===== config.mk =====
export PLATFORM = sky130hd
export DESIGN_NAME = fetch_unit
export DESIGN_NICKNAME = d
export VERILOG_FILES = /design/src/rtl/fetch_unit.sv
export SDC_FILE = /design/constraint.sdc
export NUM_CORES = 1
export LEC_CHECK = 0
export ABC_AREA = 1
export BUFFER_PORTS_ARGS = -buffer_cell sky130_fd_sc_hd__buf_2
export CORE_ASPECT_RATIO = 2
export CORE_MARGIN = 2
export CORE_UTILIZATION = 35
export CTS_CLUSTER_DIAMETER = 50
export CTS_CLUSTER_SIZE = 30
export DETAILED_ROUTE_END_ITERATION = 8
export GPL_ROUTABILITY_DRIVEN = 1
export GPL_TIMING_DRIVEN = 1
export PLACE_DENSITY = 0.67
export SETUP_SLACK_MARGIN = 0.05
export SLEW_MARGIN = 20
export SYNTH_ARGS = -nofsm -noshare
export SYNTH_HDL_FRONTEND = slang
export SYNTH_SLANG_ARGS = --single-unit

===== constraint.sdc =====
create_clock -name clk -period 3.99 [get_ports clk]
set_input_delay 0 -clock clk [delete_from_list [all_inputs] [get_ports clk]]
set_output_delay 0 -clock clk [all_outputs]
set_load 0.01 [all_outputs]

===== src/rtl/fetch_unit.sv =====
// Instruction fetch front end: one outstanding fetch, registered instruction to decode,
// next-PC selection at accept, and flush redirect handling including in-flight drops.
module fetch_unit #(
    parameter logic [31:0] RESET_PC = 32'h0000_3000
) (
    input  logic        clk,
    input  logic        rst_n,
    output logic        imem_req,
    output logic [31:0] imem_addr,
    input  logic        imem_ack,
    input  logic [31:0] imem_rdata,
    output logic [31:0] instr,
    output logic        instr_valid,
    input  logic        instr_ready,
    output logic [31:0] pc_out,
    output logic [31:0] link_addr,
    input  logic        branch,
    input  logic        branch_taken,
    input  logic        j,
    input  logic        jr,
    input  logic [31:0] jr_target,
    input  logic        flush,
    input  logic [31:0] flush_pc
);
    typedef enum logic [1:0] {IDLE, REQ, HOLD, DROP} state_t;

    state_t      state_reg, state_next;
    logic [31:0] fetch_pc_reg, fetch_pc_next;
    logic [31:0] drop_pc_reg, drop_pc_next;
    logic [31:0] instr_reg, instr_next;
    logic [31:0] pc_out_reg, pc_out_next;

    logic [31:0] seq_pc;
    logic [31:0] j_target;
    logic [31:0] br_target;
    logic [31:0] redirect_pc;
    logic [31:0] flush_addr;

    assign seq_pc     = pc_out_reg + 32'd4;
    assign j_target   = {seq_pc[31:28], instr_reg[25:0], 2'b00};
    assign br_target  = seq_pc + {{14{instr_reg[15]}}, instr_reg[15:0], 2'b00};
    assign flush_addr = {flush_pc[31:2], 2'b00};

    // Redirect priority at accept: jr, then j, then taken branch, then sequential.
    always_comb begin
        if (jr)
            redirect_pc = {jr_target[31:2], 2'b00};
        else if (j)
            redirect_pc = j_target;
        else if (branch && branch_taken)
            redirect_pc = br_target;
        else
            redirect_pc = seq_pc;
    end

    always_comb begin
        state_next    = state_reg;
        fetch_pc_next = fetch_pc_reg;
        drop_pc_next  = drop_pc_reg;
        instr_next    = instr_reg;
        pc_out_next   = pc_out_reg;
        case (state_reg)
            IDLE: begin
                state_next = REQ;
                if (flush)
                    fetch_pc_next = flush_addr;
            end
            REQ: begin
                if (flush) begin
                    // Without ack the request must still complete, so park in DROP.
                    if (imem_ack) begin
                        fetch_pc_next = flush_addr;
                        state_next    = REQ;
                    end else begin
                        drop_pc_next = flush_addr;
                        state_next   = DROP;
                    end
                end else if (imem_ack) begin
                    instr_next  = imem_rdata;
                    pc_out_next = fetch_pc_reg;
                    state_next  = HOLD;
                end
            end
            HOLD: begin
                if (flush) begin
                    fetch_pc_next = flush_addr;
                    state_next    = REQ;
                end else if (instr_ready) begin
                    fetch_pc_next = redirect_pc;
                    state_next    = REQ;
                end
            end
            DROP: begin
                if (imem_ack) begin
                    fetch_pc_next = flush ? flush_addr : drop_pc_reg;
                    state_next    = REQ;
                end else if (flush) begin
                    drop_pc_next = flush_addr;
                end
            end
            default: state_next = IDLE;
        endcase
    end

    always_ff @(posedge clk or negedge rst_n) begin
        if (!rst_n) begin
            state_reg    <= IDLE;
            fetch_pc_reg <= RESET_PC;
            drop_pc_reg  <= RESET_PC;
            instr_reg    <= 32'd0;
            pc_out_reg   <= RESET_PC;
        end else begin
            state_reg    <= state_next;
            fetch_pc_reg <= fetch_pc_next;
            drop_pc_reg  <= drop_pc_next;
            instr_reg    <= instr_next;
            pc_out_reg   <= pc_out_next;
        end
    end

    assign imem_req    = (state_reg == REQ) || (state_reg == DROP);
    assign imem_addr   = {fetch_pc_reg[31:2], 2'b00};
    assign instr_valid = (state_reg == HOLD);
    assign instr       = instr_reg;
    assign pc_out      = pc_out_reg;
    assign link_addr   = seq_pc;

    // Low address bits are forced to zero on every path into the fetch address.
    logic unused_low_bits;
    assign unused_low_bits = ^{jr_target[1:0], flush_pc[1:0], fetch_pc_reg[1:0]};
endmodule


==> results.sh, run 1 <==
export IMPL_yosysMostFrequentCell="nand2_1"
export IMPL_min_period_over_period_pct=92.20
export IMPL_rsz0062_at_grt="false"
export IMPL_drive_above_1_share_pct=18.37
export IMPL_end_kind="register"
export IMPL_status="finished, final reports clean"
export IMPL_grt_pass1_vias=11348
export IMPL_cts_max_level=4
export IMPL_viasPerCell=5.152
export IMPL_clk_latency_ns=0.44
export IMPL_ioPinCount=235
export IMPL_ys_types=56
export IMPL_die_area_sq_um=30760
export IMPL_cellLeakagePower_nw=6.750
export IMPL_total_power_w=0.008026
export IMPL_ys_seq_elements=130
export IMPL_startpoint="pc_out[12]"
export IMPL_ys_seq_area_share_pct=31.81
export IMPL_p_clk_share_pct=20.1
export IMPL_fp_dieH_um=246.0
export IMPL_power_switching_w=0.003905
export IMPL_post_drt_wl_per_cell_um=19.30
export IMPL_seqPwrFrac_pct=27.7
export IMPL_fin_crit_ns=3.679
export IMPL_rr_endpoint="fetch_pc_reg[20]"
export IMPL_totalWireLength_um=42680
export IMPL_slew_violations=0
export IMPL_dp_slack_ns=0.09817
export IMPL_max_slew_margin_pct=31.45
export IMPL_setup_viol=0
export IMPL_peakVddDrop_v=0.0003108
export IMPL_crit_path_max_fanout=5
export IMPL_timing_rr_start="pc_out[12]"
export IMPL_cts_root_buf="clkbuf_16"
export IMPL_drtIter0Drc=715
export IMPL_syn_to_final_growth_pct=25.25
export IMPL_cts_sinks=130
export IMPL_swShare_pct=48.65
export IMPL_critPathKind="register to register"
export IMPL_clk_pin_slew_ns=0.07
export IMPL_num_nets_final=1979
export IMPL_synth_area_sq_um=10250
export IMPL_start_util_pct=35.54
export IMPL_multi_input_area_sq_um=5703
export IMPL_synthArstFlopShare_pct=100.0
export IMPL_gp_congestion=0.9646
export IMPL_die_x_um=125.0
export IMPL_yosys_area_top_type="dfrtp_1"
export IMPL_setup_ws_ns=0.3111
export IMPL_start_kind="register"
export IMPL_antenna_left=0
export IMPL_clock_fmax_ghz=0.2718
export IMPL_num_fill_cells=3057
export IMPL_drcViolationCount=0
export IMPL_grt_pass1_wl_um=63680
export IMPL_fin_skew_ns=0.01404
export IMPL_regArea_sq_um=3263
export IMPL_synth_cells=1588
export IMPL_cts_tree="yes"
export IMPL_worst_pin_slew_ns=1.027
export IMPL_critical_path_endpoint="fetch_pc_reg[20]"
export IMPL_hold_path_class="input pin to register"
export IMPL_hold_viol=0
export IMPL_whs_ns=0.03628
export IMPL_hp_start="jr_target[23]"
export IMPL_synth_edff_count=0
export IMPL_syn_area_per_cell_sq_um=6.455
export IMPL_diodes=0
export IMPL_synth_flop_cell="dfrtp_1"
export IMPL_r2r_cells=22
export IMPL_grt_usage_pct=27.36
export IMPL_num_vias=11391
export IMPL_p_comb_share_pct=52.3
export IMPL_rows=88
export IMPL_final_setup_tns_ns=0
export IMPL_coreArea_sq_um=28850
export IMPL_r2r_setup_slack_ns=0.31
export IMPL_cts_buffer_depth=2
export IMPL_dp_hpwl_um=33710
export IMPL_firstDrtPassIters=9
export IMPL_arrival_ns=4.03
export IMPL_yosysTopAreaCellShare_pct=30.27
export IMPL_p_int_w=0.004121
export IMPL_antenna_found_initial=0
export IMPL_yosys_top_cells_area="dfrtp_1, nand2_1, inv_1, nor2_1, o21ai_0"
export IMPL_grt_max_degree=97
export IMPL_maxCapViolations=0
export IMPL_ys_warn_count=0
export IMPL_power_density_nw_per_um2=625.1
export IMPL_gr_total_overflow=0
export IMPL_io_buffer_count=228
export IMPL_synthTopCellsByCount="nand2_1, inv_1, nor2_1"
export IMPL_worstPathRequired_ns=4.34
export IMPL_numCtsBuffers=17
==> stage by stage <==
step,utilization [%],cell area [sq um],cells
after global routing,44.51,12840,2211
after detailed placement,39.79,11480,2105
after global placement,39.79,11480,2105
after floorplan,-,10250,1589
after CTS,44.43,12820,2211
final,44.51,12840,2211
==> worst min path at each step <==
stage                  endpoint  slack [ns]  cells after the start
3_5_place_dp          instr[24]        0.16                      1
3_3_place_gp          instr[26]        0.16                      1
6_report       fetch_pc_reg[23]        0.04                      7
5_1_grt        fetch_pc_reg[23]        0.06                      7
4_1_cts        fetch_pc_reg[23]        0.02                      7
2_1_floorplan    drop_pc_reg[0]       -0.30                      0
==> layout make-up <==
class / count / share of cell area, %
timing repair buffer: 325 / 16.05
multi-input combinational: 1161 / 44.42
tap: 360 / 3.508
clock inverter: 15 / 1.325
sequential: 130 / 25.41
clock buffer: 17 / 3.313
inverter: 203 / 5.974
==> logic make-up (layout without fill, tap and decap cells) <==
kind of cell | after synthesis | in the layout | share of synthesized area, %
compound gates | 287 | 287 | 16.27
xor+xnor | 20 | 20 | 1.709
fa+ha+maj | 36 | 36 | 4.467
buf+inv | 298 | 560 | 12.88
flops | 130 | 130 | 31.81
other cells | 1 | 2 | 0.03658
simple gates | 816 | 816 | 32.83
==> worst max-delay path: stages (launching register included) <==
cell     delay [ns]
dfstp_2        0.58
nand2_1        0.12
nor2_1         0.14
nand2_1        0.19
nor2_1         0.14
nand2_1        0.16
xor2_1         0.24
inv_1          0.11
ha_1           0.40
nand2_1        0.11
nor2_1         0.26
nand2_1        0.20
nor2_1         0.12
nand2_1        0.07
nand4_1        0.10
nand3_1        0.08
nand2_1        0.11
nand2_1        0.06
nand2_1        0.10
nand2_1        0.06
nand2_1        0.05
nand2_1        0.05
a21oi_1        0.13
==> metal layers <==
| metal | routed length, um | GRT usage (%) | vias to the layer above |
|---|---|---|---|
| li1 | - | - | 5550 |
| met3 | 1898 | 3.496 | 170 |
| met5 | 0 | 0 | - |
| met4 | 4201 | 23.01 | 0 |
| met1 | 14570 | 27.38 | 5203 |
| met2 | 22010 | 49.71 | 468 |
==> placed cells by master (no fill, tap or decap), drive strengths merged, types with 3 or more instances in the layout <==
cell / n
or2: 13
a2bb2oi: 3
a21o: 4
xor2: 12
a2111oi: 7
dlygate4sd3: 74
clkinv: 5
o22ai: 22
a211oi: 18
nand2: 542
clkbuf: 17
buf: 251
nor3: 15
xnor2: 8
dfrtp: 124
nand3b: 6
o211ai: 11
dfstp: 6
o21ai: 111
inv: 209
a21oi: 87
a22oi: 5
a21boi: 12
nor2: 157
nand3: 66
ha: 35
nand4: 16
==> power groups by stage <==
stage / Sequential, W / Clock [W] / Combinational, W
5_1_grt: 0.00226 / 0.00168 / 0.00467
4_1_cts: 0.00220 / 0.00163 / 0.00415
3_3_place_gp: 0.00221 / 0 / 0.00403
6_report: 0.00222 / 0.00161 / 0.00419
2_1_floorplan: 0.00215 / 0 / 0.00263
3_5_place_dp: 0.00223 / 0 / 0.00407
==> repair_timing <==
item / CTS / global route
setup endpoints to repair: 0 / 13
hold endpoints to repair: 183 / 0
gates resized for setup: 0 / 7
hold buffers: 74 / 0
buffers inserted: 0 / 0
Power figures use the tool's default switching activity.
==> run 2: changes to the inputs <==
--- a/config.mk
+++ b/config.mk
@@ -8,14 +8,13 @@
 export ABC_AREA = 1
 export BUFFER_PORTS_ARGS = -buffer_cell sky130_fd_sc_hd__buf_2
 export CORE_ASPECT_RATIO = 2
-export CORE_MARGIN = 2
-export CORE_UTILIZATION = 35
+export CORE_UTILIZATION = 40
 export CTS_CLUSTER_DIAMETER = 50
 export CTS_CLUSTER_SIZE = 30
 export DETAILED_ROUTE_END_ITERATION = 8
 export GPL_ROUTABILITY_DRIVEN = 1
 export GPL_TIMING_DRIVEN = 1
-export PLACE_DENSITY = 0.67
+export PLACE_DENSITY = 0.73
 export SETUP_SLACK_MARGIN = 0.05
 export SLEW_MARGIN = 20
 export SYNTH_ARGS = -nofsm -noshare
==> run 2 against run 1 <==
Net effect: worst setup slack improved by 0.046 ns; via count increased by 2.1%; non-clock buffer count increased by 8; sequential share of layout area decreased by 0.17 points; clock power increased by 12%; clock skew decreased by 0.0043 ns; final area increased by 0.68%; first-iteration DRC count decreased by 6.2%; hold slack got worse by 0.013 ns; cell count decreased by 0.81%; clock-buffer cell count increased by 2; critical endpoint is now fetch_pc_reg[22]; largest cell class unchanged.
==> results.sh, run 2 (synthesis results as in run 1) <==
export IMPL_status="finished, final reports clean"
export IMPL_die_x_um=115.2
export IMPL_clock_fmax_ghz=0.2752
export IMPL_firstDrtPassIters=7
export IMPL_start_kind="register"
export IMPL_worstPathRequired_ns=4.34
export IMPL_ioPinCount=235
export IMPL_rsz0062_at_grt="false"
export IMPL_numCtsBuffers=17
export IMPL_rows=82
export IMPL_gp_congestion=1.019
export IMPL_dp_hpwl_um=32380
export IMPL_final_setup_tns_ns=0
export IMPL_drive_above_1_share_pct=18.63
export IMPL_maxCapViolations=0
export IMPL_cpPeakStageDelay_ns=0.44
export IMPL_crit_slowest_cell="dfrtp_2"
export IMPL_num_vias=11633
export IMPL_layout_commonest_cell="nand2_1"
export IMPL_diodes=0
export IMPL_cts_max_level=4
export IMPL_start_util_pct=40.78
export IMPL_fin_skew_ns=0.009706
export IMPL_cts_buffer_depth=2
export IMPL_place_area_sq_um=11520
export IMPL_grt_max_degree=101
export IMPL_clk_latency_ns=0.43
export IMPL_cts_tree="yes"
export IMPL_critPathKind="register to register"
export IMPL_totalWireLength_um=41690
export IMPL_whs_path_depth=5
export IMPL_syn_to_final_growth_pct=26.11
export IMPL_worst_pin_slew_ns=0.9680
export IMPL_crit_top_cell="nand2_1"
export IMPL_min_period_over_period_pct=91.06
export IMPL_finish_utilization_pct=51.43
export IMPL_peakVddDrop_v=0.0003113
export IMPL_num_fill_cells=2505
export IMPL_slew_violations=0
export IMPL_antenna_left=0
export IMPL_io_buffer_count=228
export IMPL_hold_viol=0
export IMPL_worstPathCellList="ha_1 -> inv_1 -> nor2_4 -> nand2_2 -> nor4_2 -> xor2_1 -> inv_1 -> ha_1 -> nand2_1 -> nor2_1 -> inv_1 -> nor2_2 -> nand4_1 -> buf_4 -> nand3_1 -> nand2_1 -> nand3_1 -> nand2_1 -> nand2_1 -> nand2_1 -> nand2_1 -> nand2_1 -> a21boi_1"
export IMPL_max_slew_margin_pct=35.46
export IMPL_end_kind="register"
export IMPL_whs_ns=0.02333
export IMPL_coreArea_sq_um=25140
export IMPL_cts_sinks=130
export IMPL_gr_total_overflow=0
export IMPL_cts_root_buf="clkbuf_16"
export IMPL_hold_path_class="input pin to register"
export IMPL_grt_pass1_vias=11438
export IMPL_power_density_nw_per_um2=638.0
export IMPL_viasPerCell=5.305
export IMPL_arrival_ns=3.99
export IMPL_num_nets_final=1987
export IMPL_post_drt_wl_per_cell_um=19.01
export IMPL_fin_crit_ns=3.633
export IMPL_setup_viol=0
export IMPL_drtIter0Drc=671
export IMPL_r2r_cells=23
export IMPL_cellLeakagePower_nw=6.826
export IMPL_antenna_found_initial=1
export IMPL_crit_path_max_fanout=7
export IMPL_clk_pin_slew_ns=0.06
export IMPL_grt_usage_pct=32.31
export IMPL_fp_dieH_um=228.4
export IMPL_grt_pass1_wl_um=62890
export IMPL_drcViolationCount=0
export IMPL_mostFrequentLayoutCells="nand2_1, buf_2, inv_1"
export IMPL_final_area_sq_um=12930
export IMPL_die_area_sq_um=26310
[run 2: cell count changes in the layout (fill, tap and decap cells not counted), moves of 2 or more]
cell,delta
clkinv_4,-3
inv_6,-6
clkbuf_1,+2
dlygate4sd3_1,-2
buf_4,+10
bufinv_16,+5
[run 2: worst paths after layout]
| path | slack [ns] | to | start |
|---|---|---|---|
| max in group asynchronous | 2.77 | instr[18] | rst_n |
| worst min register to register | 0.47 | instr[28] | instr[28] |
| min in group asynchronous | 0.25 | fetch_pc_reg[4] | rst_n |
| worst max-delay path | 0.36 | fetch_pc_reg[22] | pc_out[2] |
| worst max register to register | 0.36 | fetch_pc_reg[22] | pc_out[2] |
| worst min-delay path | 0.02 | fetch_pc_reg[9] | jr_target[9] |
[run 2: area by class of cell]
| class | instances | area [sq um] | share of cell area [%] |
|---|---|---|---|
| Clock inverter | 11 | 235.2 | 1.820 |
| Multi-Input combinational cell | 1161 | 5693 | 44.04 |
| Sequential cell | 130 | 3263 | 25.24 |
| Timing Repair Buffer | 333 | 2116 | 16.37 |
| Clock buffer | 19 | 432.9 | 3.349 |
| Tap cell | 336 | 420.4 | 3.252 |
| Inverter | 203 | 767.0 | 5.933 |
[run 2: where the power goes]
part / internal [W] / leakage [nW] / switching [W] / total, W
Clock: 0.00122 / 0.319 / 0.000589 / 0.00181
Combinational: 0.00150 / 4.93 / 0.00275 / 0.00425
Sequential: 0.00172 / 1.57 / 0.000461 / 0.00218
Total: 0.00445 / 6.83 / 0.00380 / 0.00825
[run 2: critical path: cells and delay by family (launching register included)]
kind | cells | cell delay [ns]
simple gates | 15 | 1.68
fa+ha+maj | 2 | 0.52
buf+inv | 4 | 0.48
flops | 1 | 0.44
xor+xnor | 1 | 0.31
compound gates | 1 | 0.11
[run 2: what timing repair did]
item,CTS,global route
endpoints found under the hold margin,183,0
setup buffers,0,1
endpoints found under the setup margin,0,5
hold buffers,72,0
resized for setup,0,5
[run 2: metal layers]
| layer | up-vias | track usage [%] | share of wire (%) |
|---|---|---|---|
| li1 | 5559 | - | - |
| met1 | 5374 | 32.73 | 34 |
| met2 | 526 | 57.12 | 51 |
| met3 | 172 | 3.898 | 5.6 |
| met4 | 2 | 27.96 | 9.7 |
| met5 | - | 0 | 0.036 |
[run 2: metrics by stage]
stage          setup slack, ns  instances  power, W
2_1_floorplan           0.9598       1589  0.004777
5_1_grt                0.07501       2193  0.008792
3_5_place_dp            0.1622       2090  0.006305
6_report                0.3567       2193  0.008248
3_3_place_gp            0.1310       2090  0.006254
4_1_cts                 0.1272       2192  0.008198
==> run 3: changes to the inputs <==
--- a/config.mk
+++ b/config.mk
@@ -15,6 +15,7 @@
 export GPL_ROUTABILITY_DRIVEN = 1
 export GPL_TIMING_DRIVEN = 1
 export PLACE_DENSITY = 0.73
+export RECOVER_POWER = 25
 export SETUP_SLACK_MARGIN = 0.05
 export SLEW_MARGIN = 20
 export SYNTH_ARGS = -nofsm -noshare
==> run 3 against run 2 <==
Net effect: the flow now finishes with violations (max-capacitance violations, max-slew violations); global-route usage is the same; die area is the same; via count is essentially flat; sequential power is essentially flat; maximum frequency shrank 0.21%; combinational power shrank 1%; hold slack lost 0.0027 ns; wire length is essentially flat; sequential cell count is the same; clock power is essentially flat; non-clock buffer count is the same.
==> results.sh, run 3 (synthesis results as in run 1) <==
export IMPL_status="finished, violations left"
export IMPL_violations="max-capacitance violations, max-slew violations"
export IMPL_syn_to_final_growth_pct=25.38
export IMPL_cts_buffer_depth=2
export IMPL_fin_skew_ns=0.01187
export IMPL_fin_crit_ns=3.641
export IMPL_cts_max_level=4
export IMPL_timing_rr_start="pc_out[2]"
export IMPL_setup_viol=0
export IMPL_clock_fmax_ghz=0.2747
export IMPL_hold_path_class="input pin to register"
export IMPL_cts_tree="yes"
export IMPL_min_period_over_period_pct=91.25
export IMPL_final_setup_tns_ns=0
export IMPL_clk_latency_ns=0.43
export IMPL_slew_violations=101
export IMPL_crit_slowest_cell="dfrtp_2"
export IMPL_io_buffer_count=228
export IMPL_gr_total_overflow=0
export IMPL_final_area_sq_um=12850
export IMPL_cp_top_family="simple AND/OR/NAND/NOR gates"
export IMPL_placedCellCount=2090
export IMPL_layout_commonest_cell="nand2_1"
export IMPL_power_switching_w=0.003798
export IMPL_grt_max_degree=101
export IMPL_die_area_sq_um=26310
export IMPL_crit_top_cell="nand2_1"
export IMPL_r2r_setup_slack_ns=0.35
export IMPL_clk_pin_slew_ns=0.06
export IMPL_r2r_cells=23
export IMPL_drcViolationCount=0
export IMPL_dp_hpwl_um=32380
export IMPL_whs_ns=0.02066
export IMPL_critPathKind="register to register"
export IMPL_hp_start="jr_target[9]"
export IMPL_gp_congestion=1.019
export IMPL_coreArea_sq_um=25140
export IMPL_mostFrequentLayoutCells="nand2_1, inv_1, buf_2"
export IMPL_antenna_found_initial=1
export IMPL_grt_pass1_wl_um=62890
export IMPL_drive_above_1_share_pct=15.67
export IMPL_diodes=0
export IMPL_crit_buf_inv=4
export IMPL_fp_dieH_um=228.4
export IMPL_p_comb_share_pct=51.3
export IMPL_grt_usage_pct=32.31
export IMPL_seqPwrFrac_pct=26.6
export IMPL_whs_path_depth=5
export IMPL_numCtsBuffers=17
export IMPL_num_vias=11626
export IMPL_peakVddDrop_v=0.0003101
export IMPL_worst_pin_slew_ns=2.622
export IMPL_rr_endpoint="fetch_pc_reg[22]"
export IMPL_antenna_left=0
export IMPL_cellLeakagePower_nw=6.660
export IMPL_p_int_w=0.004403
export IMPL_p_clk_share_pct=22.1
export IMPL_start_util_pct=40.78
export IMPL_viasPerCell=5.301
export IMPL_drtIter0Drc=683
export IMPL_firstDrtPassIters=7
export IMPL_start_kind="register"
export IMPL_rows=82
export IMPL_ioPinCount=235
export IMPL_crit_path_max_fanout=7
export IMPL_maxCapViolations=1
export IMPL_finalNonFillerCells=2193
export IMPL_cts_root_buf="clkbuf_16"
export IMPL_swShare_pct=46.31
export IMPL_num_fill_cells=2542
export IMPL_post_drt_wl_per_cell_um=19.02
export IMPL_cts_sinks=130
export IMPL_critical_path_cell_count=23
export IMPL_cpPeakStageDelay_ns=0.44
export IMPL_hold_viol=0
export IMPL_die_x_um=115.2
export IMPL_rsz0062_at_grt="false"
export IMPL_arrival_ns=4.00
export IMPL_worstPathRequired_ns=4.34
export IMPL_holdPathEnd="fetch_pc_reg[9]"
export IMPL_power_density_nw_per_um2=638.1
export IMPL_grt_pass1_vias=11438
export IMPL_worstPathCellList="ha_1 -> inv_1 -> nor2_4 -> nand2_2 -> nor4_2 -> xor2_1 -> inv_1 -> ha_1 -> nand2_1 -> nor2_1 -> inv_1 -> nor2_2 -> nand4_1 -> buf_4 -> nand3_1 -> nand2_1 -> nand3_1 -> nand2_1 -> nand2_1 -> nand2_1 -> nand2_1 -> nand2_1 -> a21boi_1"
export IMPL_totalWireLength_um=41700
export IMPL_end_kind="register"
export IMPL_place_area_sq_um=11520
export IMPL_num_nets_final=1987
export IMPL_max_slew_margin_pct=-74.78
-- run 3: repair_timing --
| item | 4_1_cts | 5_1_grt |
|---|---|---|
| setup buffers | 0 | 1 |
| resized for setup | 0 | 5 |
| hold buffers | 72 | 0 |
| endpoints found under the hold margin | 183 | 0 |
| endpoints found under the setup margin | 0 | 5 |
-- run 3: worst max path at each step --
stage | slack, ns | to | from
global placement | 0.13 | fetch_pc_reg[22] | pc_out[2]
CTS | 0.13 | fetch_pc_reg[22] | pc_out[2]
floorplan | 0.96 | fetch_pc_reg[30] | pc_out[2]
detailed placement | 0.16 | fetch_pc_reg[22] | pc_out[2]
global route | 0.08 | fetch_pc_reg[20] | pc_out[2]
finish | 0.35 | fetch_pc_reg[22] | pc_out[2]
-- run 3: metrics by stage --
step                      power, W  utilization (%)  setup WS (ns)
after floorplan           0.004777                -         0.9598
after global placement    0.006254            45.82         0.1310
after detailed placement  0.006305            45.82         0.1622
after CTS                 0.008198            51.34         0.1272
after global routing      0.008755            51.13        0.07501
final                     0.008201            51.13         0.3492
-- run 3: final cells by class --
cell class,instances,area (sq um),share of cell area (%)
Clock buffer,19,432.9,3.368
Clock inverter,11,235.2,1.830
Inverter,203,767.0,5.968
Multi-Input combinational cell,1161,5693,44.30
Sequential cell,130,3263,25.39
Tap cell,336,420.4,3.271
Timing Repair Buffer,333,2041,15.88
-- run 3: power groups by stage --
stage / sequential [W] / clock (W) / combinational (W)
2_1_floorplan: 0.00215 / 0 / 0.00263
3_3_place_gp: 0.00217 / 0 / 0.00408
3_5_place_dp: 0.00218 / 0 / 0.00412
4_1_cts: 0.00217 / 0.00183 / 0.00421
5_1_grt: 0.00223 / 0.00188 / 0.00464
6_report: 0.00219 / 0.00181 / 0.00420
-- run 3: worst register-to-register path, delay by kind of cell (launching register included) --
| kind | cells | cell delay [ns] |
|---|---|---|
| adders and majority gates | 2 | 0.52 |
| DFF | 1 | 0.44 |
| and+or+nand+nor | 15 | 1.71 |
| xor gates and xnor gates | 1 | 0.31 |
| buffers and inverters | 4 | 0.49 |
| AOI/OAI and AO/OA | 1 | 0.11 |
-- run 3: per-layer routing --
layer	part of all wire [%]	GRT usage, %	up-vias	wire [um]
met2	51	57.12	502	21340
met4	9.9	27.96	2	4120
met1	33	32.73	5391	13960
met3	5.4	3.898	170	2262
li1	-	-	5561	-
met5	0.036	0	-	15
